[src/rtl/enc_pkg.sv]
// enc_pkg: shared helpers for the enc_prio_rr priority encoder.
// Option macro ENC_PRIO_RR_EN is consumed by enc_prio_rr, not here.
package enc_pkg;

  localparam int MAX_N    = 64;
  localparam int IDX_MAXW = 6;

  typedef logic [MAX_N-1:0]    vec_t;
  typedef logic [IDX_MAXW-1:0] idx_t;

  // Lowest set bit position; returns 0 for an all-zero vector.
  function automatic idx_t lowest_set(input vec_t v);
    idx_t r;
    r = '0;
    for (int i = MAX_N - 1; i >= 0; i--) begin
      if (v[i]) r = idx_t'(i);
    end
    return r;
  endfunction

  // True when two or more bits are set.
  function automatic logic multi_hot(input vec_t v);
    return (v & (v - vec_t'(1))) != '0;
  endfunction

  // Index to one-hot vector.
  function automatic vec_t idx2onehot(input idx_t i);
    return vec_t'(1) << i;
  endfunction

endpackage

[src/rtl/enc_fixed_prio.sv]
// enc_fixed_prio: combinational lowest-index-wins encoder.
// Grant is all-zero when no request is present.
module enc_fixed_prio
  import enc_pkg::*;
#(
  parameter  int N     = 8,
  localparam int IDX_W = $clog2(N)
) (
  input  logic [N-1:0]     req_i,
  output logic [IDX_W-1:0] idx_o,
  output logic [N-1:0]     grant_o,
  output logic             any_o
);

  idx_t low;

  // Find the lowest requester and its one-hot form.
  always_comb begin
    low     = lowest_set(vec_t'(req_i));
    any_o   = |req_i;
    idx_o   = IDX_W'(low);
    grant_o = any_o ? N'(idx2onehot(low)) : '0;
  end

endmodule

[src/rtl/enc_prio_rr.sv]
// enc_prio_rr: N-input priority encoder with a registered valid/ready output.
// ENC_PRIO_RR_EN adds the rr_mode port and round-robin pointer.
module enc_prio_rr
  import enc_pkg::*;
#(
  parameter  int N     = 8,
  localparam int IDX_W = $clog2(N)
) (
  input  logic             clk,
  input  logic             rst,
  input  logic [N-1:0]     req,
`ifdef ENC_PRIO_RR_EN
  input  logic             rr_mode,
`endif
  output logic             out_valid,
  input  logic             out_ready,
  output logic [IDX_W-1:0] out_idx,
  output logic [N-1:0]     out_grant,
  output logic             out_multi
);

  logic             valid_q, valid_d;
  logic [IDX_W-1:0] idx_q, idx_d;
  logic [N-1:0]     grant_q, grant_d;
  logic             multi_q, multi_d;

  logic             free, load, accept;

  logic [IDX_W-1:0] full_idx;
  logic [N-1:0]     full_grant;
  logic             full_any;

  logic [IDX_W-1:0] win_idx;
  logic [N-1:0]     win_grant;

  enc_fixed_prio #(.N(N)) u_full (
    .req_i   (req),
    .idx_o   (full_idx),
    .grant_o (full_grant),
    .any_o   (full_any)
  );

`ifdef ENC_PRIO_RR_EN
  logic [IDX_W-1:0] ptr_q, ptr_d;
  logic [N-1:0]     hi_mask;
  logic [IDX_W-1:0] hi_idx;
  logic [N-1:0]     hi_grant;
  logic             hi_any;

  // Pointer advances past the index being accepted this cycle.
  always_comb begin
    ptr_d = ptr_q;
    if (accept) begin
      if (idx_q == IDX_W'(N - 1)) ptr_d = '0;
      else                        ptr_d = idx_q + 1'b1;
    end
  end

  // Keep only requests at or above the post-accept pointer.
  always_comb begin
    hi_mask = '0;
    for (int i = 0; i < N; i++) begin
      hi_mask[i] = req[i] && (IDX_W'(i) >= ptr_d);
    end
  end

  enc_fixed_prio #(.N(N)) u_hi (
    .req_i   (hi_mask),
    .idx_o   (hi_idx),
    .grant_o (hi_grant),
    .any_o   (hi_any)
  );

  // Round-robin prefers the upper slice, else wraps to the full search.
  always_comb begin
    win_idx   = full_idx;
    win_grant = full_grant;
    if (rr_mode && hi_any) begin
      win_idx   = hi_idx;
      win_grant = hi_grant;
    end
  end

  // Pointer register; survives mode changes.
  always_ff @(posedge clk or posedge rst) begin
    if (rst) ptr_q <= '0;
    else     ptr_q <= ptr_d;
  end
`else
  // Fixed priority only: the unmasked search always wins.
  always_comb begin
    win_idx   = full_idx;
    win_grant = full_grant;
  end
`endif

  // Handshake decode and output-register next state.
  always_comb begin
    free    = !valid_q || out_ready;
    accept  = valid_q && out_ready;
    load    = free && full_any;
    valid_d = valid_q;
    idx_d   = idx_q;
    grant_d = grant_q;
    multi_d = multi_q;
    if (free) valid_d = full_any;
    if (load) begin
      idx_d   = win_idx;
      grant_d = win_grant;
      multi_d = multi_hot(vec_t'(req));
    end
  end

  // Single-entry holding register.
  always_ff @(posedge clk or posedge rst) begin
    if (rst) begin
      valid_q <= 1'b0;
      idx_q   <= '0;
      grant_q <= '0;
      multi_q <= 1'b0;
    end else begin
      valid_q <= valid_d;
      idx_q   <= idx_d;
      grant_q <= grant_d;
      multi_q <= multi_d;
    end
  end

  // Drive outputs straight from the register.
  always_comb begin
    out_valid = valid_q;
    out_idx   = idx_q;
    out_grant = grant_q;
    out_multi = multi_q;
  end

endmodule

[config.mk]
export PLATFORM = sky130hd
export DESIGN_NAME = enc_prio_rr
export DESIGN_NICKNAME = d
export VERILOG_FILES = /design/src/rtl/enc_pkg.sv /design/src/rtl/enc_fixed_prio.sv /design/src/rtl/enc_prio_rr.sv
export SDC_FILE = /design/constraint.sdc
export NUM_CORES = 1
export LEC_CHECK = 0
export ABC_CLOCK_PERIOD_IN_PS = 1200
export CAP_MARGIN = 20
export CELL_PAD_IN_SITES_DETAIL_PLACEMENT = 2
export CELL_PAD_IN_SITES_GLOBAL_PLACEMENT = 2
export CORE_MARGIN = 3
export CORE_UTILIZATION = 34
export CTS_BUF_LIST = sky130_fd_sc_hd__clkbuf_16
export CTS_CLUSTER_DIAMETER = 120
export DETAILED_ROUTE_END_ITERATION = 8
export DONT_BUFFER_PORTS = 1
export PLACE_DENSITY_LB_ADDON = 0.1
export SLEW_MARGIN = 30
export SYNTH_ARGS = -nofsm -noshare
export SYNTH_HDL_FRONTEND = slang
export SYNTH_SLANG_ARGS = --single-unit
[constraint.sdc]
create_clock -name clk -period 1.2 [get_ports clk]
set_input_delay 0.12 -clock clk [delete_from_list [all_inputs] [get_ports clk]]
set_output_delay 0.12 -clock clk [all_outputs]
set_load 0.01 [all_outputs]
; Word level (Yosys, flattened, before mapping)
; Cells that the tools add are included.
[totals]
out_inout_bits = 13
regBits = 13
in_bits = 11
word_cells = 21
[op_classes]
mux = 9
n_shift = 1
add_sub_neg = 1
n_reduce_logical = 5
bitwise_logic = 1
[op_table]
columns = operator, count
row1 = $and A8 B64 Y64, 1
row2 = $reduce_bool A64 Y1, 1
row3 = $mux W3, 8
row4 = $sub A8 B1 Y9 const B, 1
row5 = $mux W8, 1
row6 = $reduce_or A8 Y1, 1
row7 = $shl A1 B3 Y8 const A, 1
row8 = $logic_and A1 B1 Y1, 1
row9 = $logic_not A1 Y1, 1
row10 = $logic_or A1 B1 Y1, 1

; Longest topological paths before layout
[logic_depth]
word_depth = 10
ltp_mapped = 6
depth_no_buf = 5

; Modules after synthesis
; From an unflattened synthesis, not the netlist that was laid out.
[hier_totals]
cells_unflattened = 64
area_unflattened_um2 = 699.4
[modules_own_cells]
columns = mod, n_inst, cells_per_inst, area_each_um2, seq_area_each_um2
row1 = enc_prio_rr, 1, 39, 558.0, 325.3
row2 = enc_fixed_prio, 1, 25, 141.4, 0.0

; Worst setup path before layout
; OpenSTA, ideal clock, no wires.
[synth_timing]
path_kind = input-to-reg
start = input req[2]
end = register multi_q (netlist: out_multi)
required_time_ns = 1.076
n_path_buf = 1
stages = 6
setup_ns = 0.124
setup_slack_ns = -0.164
arrival_time_ns = 1.240
path_cell_list = buf_6 > or4_4 > a211oi_1 > nor2_1 > nor3_1 > a21oi_1
[synth_via]
elab_chain_len = 3
word_cells_on_any_way = 5
classes_between = add/sub: 1 / bitwise: 1 / reduce/logical: 3
[synth_lines]
columns = item, line_no
row1 = from (decl), enc_prio_rr.sv:11  ; input logic [N-1:0] req,
row2 = $sub A8 B1 Y9, enc_pkg.sv:23  ; return (v & (v - vec_t'(1))) != '0;
row3 = $and A8 B64 Y64, enc_pkg.sv:23
row4 = $reduce_bool A64 Y1, enc_pkg.sv:23
row5 = to (signal assigned), enc_prio_rr.sv:125  ; multi_q <= multi_d;
row6 = to (decl), enc_prio_rr.sv:25  ; logic multi_q, multi_d;
; Several ways; a longest one is shown, not always the timed one.
; A chain may end at the register's enable or synchronous reset.

; Final worst setup path
[layout_timing]
start = register valid_q (netlist: out_valid)
end = register grant_q[5] (netlist: out_grant[5])
[layout_via]
elab_chain_len = 3
[layout_lines]
columns = item, line_no
row1 = from (decl), enc_prio_rr.sv:22  ; logic valid_q, valid_d;
row2 = from (signal assigned), enc_prio_rr.sv:122  ; valid_q <= valid_d;
row3 = $logic_not A1 Y1, enc_prio_rr.sv:99  ; free = !valid_q || out_ready;
row4 = $logic_or A1 B1 Y1, enc_prio_rr.sv:99
row5 = $logic_and A1 B1 Y1, enc_prio_rr.sv:101  ; load = free && full_any;
row6 = to (signal assigned), enc_prio_rr.sv:124  ; grant_q <= grant_d;
row7 = to (decl), enc_prio_rr.sv:24  ; logic [N-1:0] grant_q, grant_d;
; Every way passes these cells.

==> results.md <==
* Drt wl/cell at 18.6 um
* DRT antenna net count at 0
* Die H at 50.1 um
* Synthesized cell area at 661 um^2
* EDFF count, synth at 0
* Post-synthesis compound-gate area fraction at 25.6%
* DP Area at 718 um^2
* Clock Sinks at 13
* Total number of vias at 546
* Clock Tree Root: clkbuf_16
* Commonest cells post-synth: dfrtp_1 (13), nand2_1 (8), nor2_1 (5), nor3_1 (5)
* Crit path to: out_grant[5]
* Initial DRC count at 4
* Filler instances at 191
* Adder-Cell Fraction of Synth Area at 1.52%
* Cell accounting for the most synthesized area: dfrtp_1
* Crit-path cells: nand2b_4 > nand2_2 > nor2_1 > nand2_1 > o21ai_1
* Final hold vios at 0
* Warnings, synthesis at 0
* Synth Area per Inst at 10.0 um^2
* DR pass1 iterations at 4
* Bufs and invs on worst path at 0
* Post-route cell area at 820 um^2
* Slowest CP cell: dfrtp_1
* CP Launch Type: flip-flop
* WL final at 1850 um
* # DRC at 0
* Number of global-route vias before repair at 630
* RSZ-0062 raised after global routing: no
* Crit. Startpoint: out_valid
* Area delta synth->final at 24.1%
* MaxCap Viol Count at 0
* Setup crit end kind: flip-flop
* Async set-or-reset flop fraction in the synthesized netlist at 100%
* Setup ws final at 117 ps
* I/O Buffers at 0
* Worst ir drop on vdd at 1180 uV
* Clock group share of total power at 51.4%
* Total power at 0.00119 W
* Layout cell share with drive strength beyond 1 at 21.6%
* Site row count at 15
* WP data required at 1370 ps
* Synthesized flop and latch total at 13
* Library cells used by synthesis at 23
* Final setup vio count at 0
* Fin nets at 86
* Cells after Synth at 66
* Minimum clock period at 1080 ps
* Io pins at 24
* Most numerous cell in the Yosys netlist: dfrtp_1
* P_int at 0.000943 W
* Drt via density at 5.52
* Simple-gate area share of the yosys netlist at 17.4%
* Net switching power figure at 0.000250 W
* Critical setup path kind: reg2reg
* Combinational share of power at 8.4%
* Top Family by Delay on Critical Path: simple AND/OR/NAND/NOR gates
* Flop pwr share at 40.2%
* Post-CTS Setup Bufs at 0
* Top_reg_cell synth: dfrtp_1
* First-pass GRT wire length at 3170 um
* Type of the most critical hold path: in2reg
* Slew Limit Fails at 0
* Global Route Usage Sum at 17.3%
* Max Fclk at 0.923 GHz
* Die Area at 2510 um^2
* Status: completed
* Top cells by area, synth: dfrtp_1 (49%), a32o_1 (6.1%), nand2_1 (4.5%), nor3_1 (3.8%), buf_6 (3.4%)
* Initial antenna violation count at 0
* TritonCTS buffer count at 3
* TritonCTS clock tree: built
* Clk_lat worst skew at 240 ps
* Worst Max-Slew Pin Slew at 499 ps
* Longest Clk Path Bufs at 2
* Register area share after synthesis at 49.2%
* Final period utilization at 90.3%
* Clock-pin slew of the registers on the worst-case setup and hold paths at 40 ps
* Sw Ratio at 21.0%
* Fin Clk Skew at 2.79 ps
* Flop2flop setup slack at 120 ps
* Reg-to-Reg Start: out_valid
* R2r endpoint: out_grant[5]
* Slowest cell delay on critical path at 400 ps
* Post-Synth XOR/XNOR Area at 0%
* Final core occ at 46.0%
* Top cell type's share of synthesized area at 49.2%
* P_leak at 0.360 nW
* Largest family of logic cells by synthesized area: compound AO/OA/AOI/OAI gates
* Cells on worst reg2reg path at 5
* Die width at 50.1 um
* Syn Nets at 77
* PwrDens at 1460 nW/um^2
* Post-route setup TNS at 0 ps
* GRT overflow at 0
* Antenna fix cells at 0
* # H-tree levels at 1
* Pin count of the biggest net entering global routing at 14
* Dpl ws at -146 ps
* GPL Wtd Cong at 0.750
* Starting density of the core at 37.1%
* Mux share of post-synthesis cell area at 0%
* Core area at 1780 um^2
* Arrival time worst endpoint at 1250 ps
* Slew HR at 66.7%
* Post-DP HPWL at 1350 um
* Critical path depth in cells at 5
* Crit Path Max Fanout at 4
==> worst min-delay path by stage <==
stage	slack [ps]	cells past startpoint	startpoint	to
after CTS	20	2	req[1]	out_grant[1]
after global placement	60	1	rst	out_idx[1]
after global routing	20	1	req[0]	out_grant[0]
after floorplan	-3	1	rst	out_grant[0]
final	20	2	req[1]	out_grant[1]
after detailed placement	70	1	rst	out_grant[1]
==> flip-flops by register name (all words and copies together), names as in the netlist <==
| signal | flops |
|---|---|
| out_valid | 1 |
| out_idx | 3 |
| out_grant | 8 |
| out_multi | 1 |
==> power by group through the flow <==
| stage | clock (W) | combinational [W] | sequential, W |
|---|---|---|---|
| after CTS | 0.000630 | 0.000102 | 0.000481 |
| after global placement | 0 | 0.0000929 | 0.000486 |
| after global routing | 0.000655 | 0.000114 | 0.000482 |
| after detailed placement | 0 | 0.0000971 | 0.000487 |
| after floorplan | 0 | 0.0000784 | 0.000483 |
| final | 0.000613 | 0.000100 | 0.000480 |
==> through the flow <==
step,hold slack (ps),std cells
global placement,57.7,94
detailed placement,69.7,94
CTS,16.2,99
floorplan,-3.04,66
finish,16.9,99
global route,20.4,99
==> cells in the final DEF (no fill, tap or decap) <==
cell type / instances
dfrtp_1: 13
o21ai_1: 4
nand2_2: 1
nor3_1: 4
maj3_1: 1
a21o_1: 1
a22o_1: 1
a2111oi_0: 1
nand2b_1: 1
dlygate4sd3_1: 1
or4_4: 2
o41ai_1: 2
nor3_2: 1
inv_1: 5
o31ai_1: 1
nand2_1: 7
nor2b_1: 1
buf_4: 6
nand2b_4: 1
o21bai_1: 2
o21ai_0: 2
a32o_1: 4
a21oi_1: 2
o21ai_4: 1
a211oi_2: 1
clkbuf_16: 3
nor2_1: 5
==> final cells by class <==
type	count	area [um^2]	area share, %
clock buffers	3	75.1	9.16
repair buffers	7	55.1	6.72
clock inverters	1	3.75	0.458
well taps	25	31.3	3.82
inverters	4	15.0	1.83
multi-input cells	46	314	38.3
flip-flops and latches	13	325	39.7
==> cell families (layout without fill, tap and decap cells) <==
| kind of cell | count (synthesis) | count (layout) |
|---|---|---|
| and+or+nand+nor | 23 | 23 |
| AOI/OAI and AO/OA | 22 | 22 |
| DFF | 13 | 13 |
| buffers and inverters | 7 | 15 |
| adders and majority gates | 1 | 1 |
==> metal layers <==
layer  global-route usage [%]  part of all wire (%)
met5                        0                     0
met4                     6.91                   2.0
met3                     6.95                   6.7
met2                     27.6                    48
met1                     20.4                    43
==> worst register-to-register path, delay by kind of cell, from the launching register on <==
family	cells	cell delay, ps
flip-flops	1	400
AO/OA/AOI/OAI	1	130
AND/OR/NAND/NOR	4	480
==> repair_timing <==
action / in CTS / in global routing
hold buffers: 1 / 0
endpoints found under the setup margin: 1 / 1
hold endpoints to repair: 13 / 0
gates resized for setup: 1 / 1
Note: power is estimated with default switching activity, not from simulation.
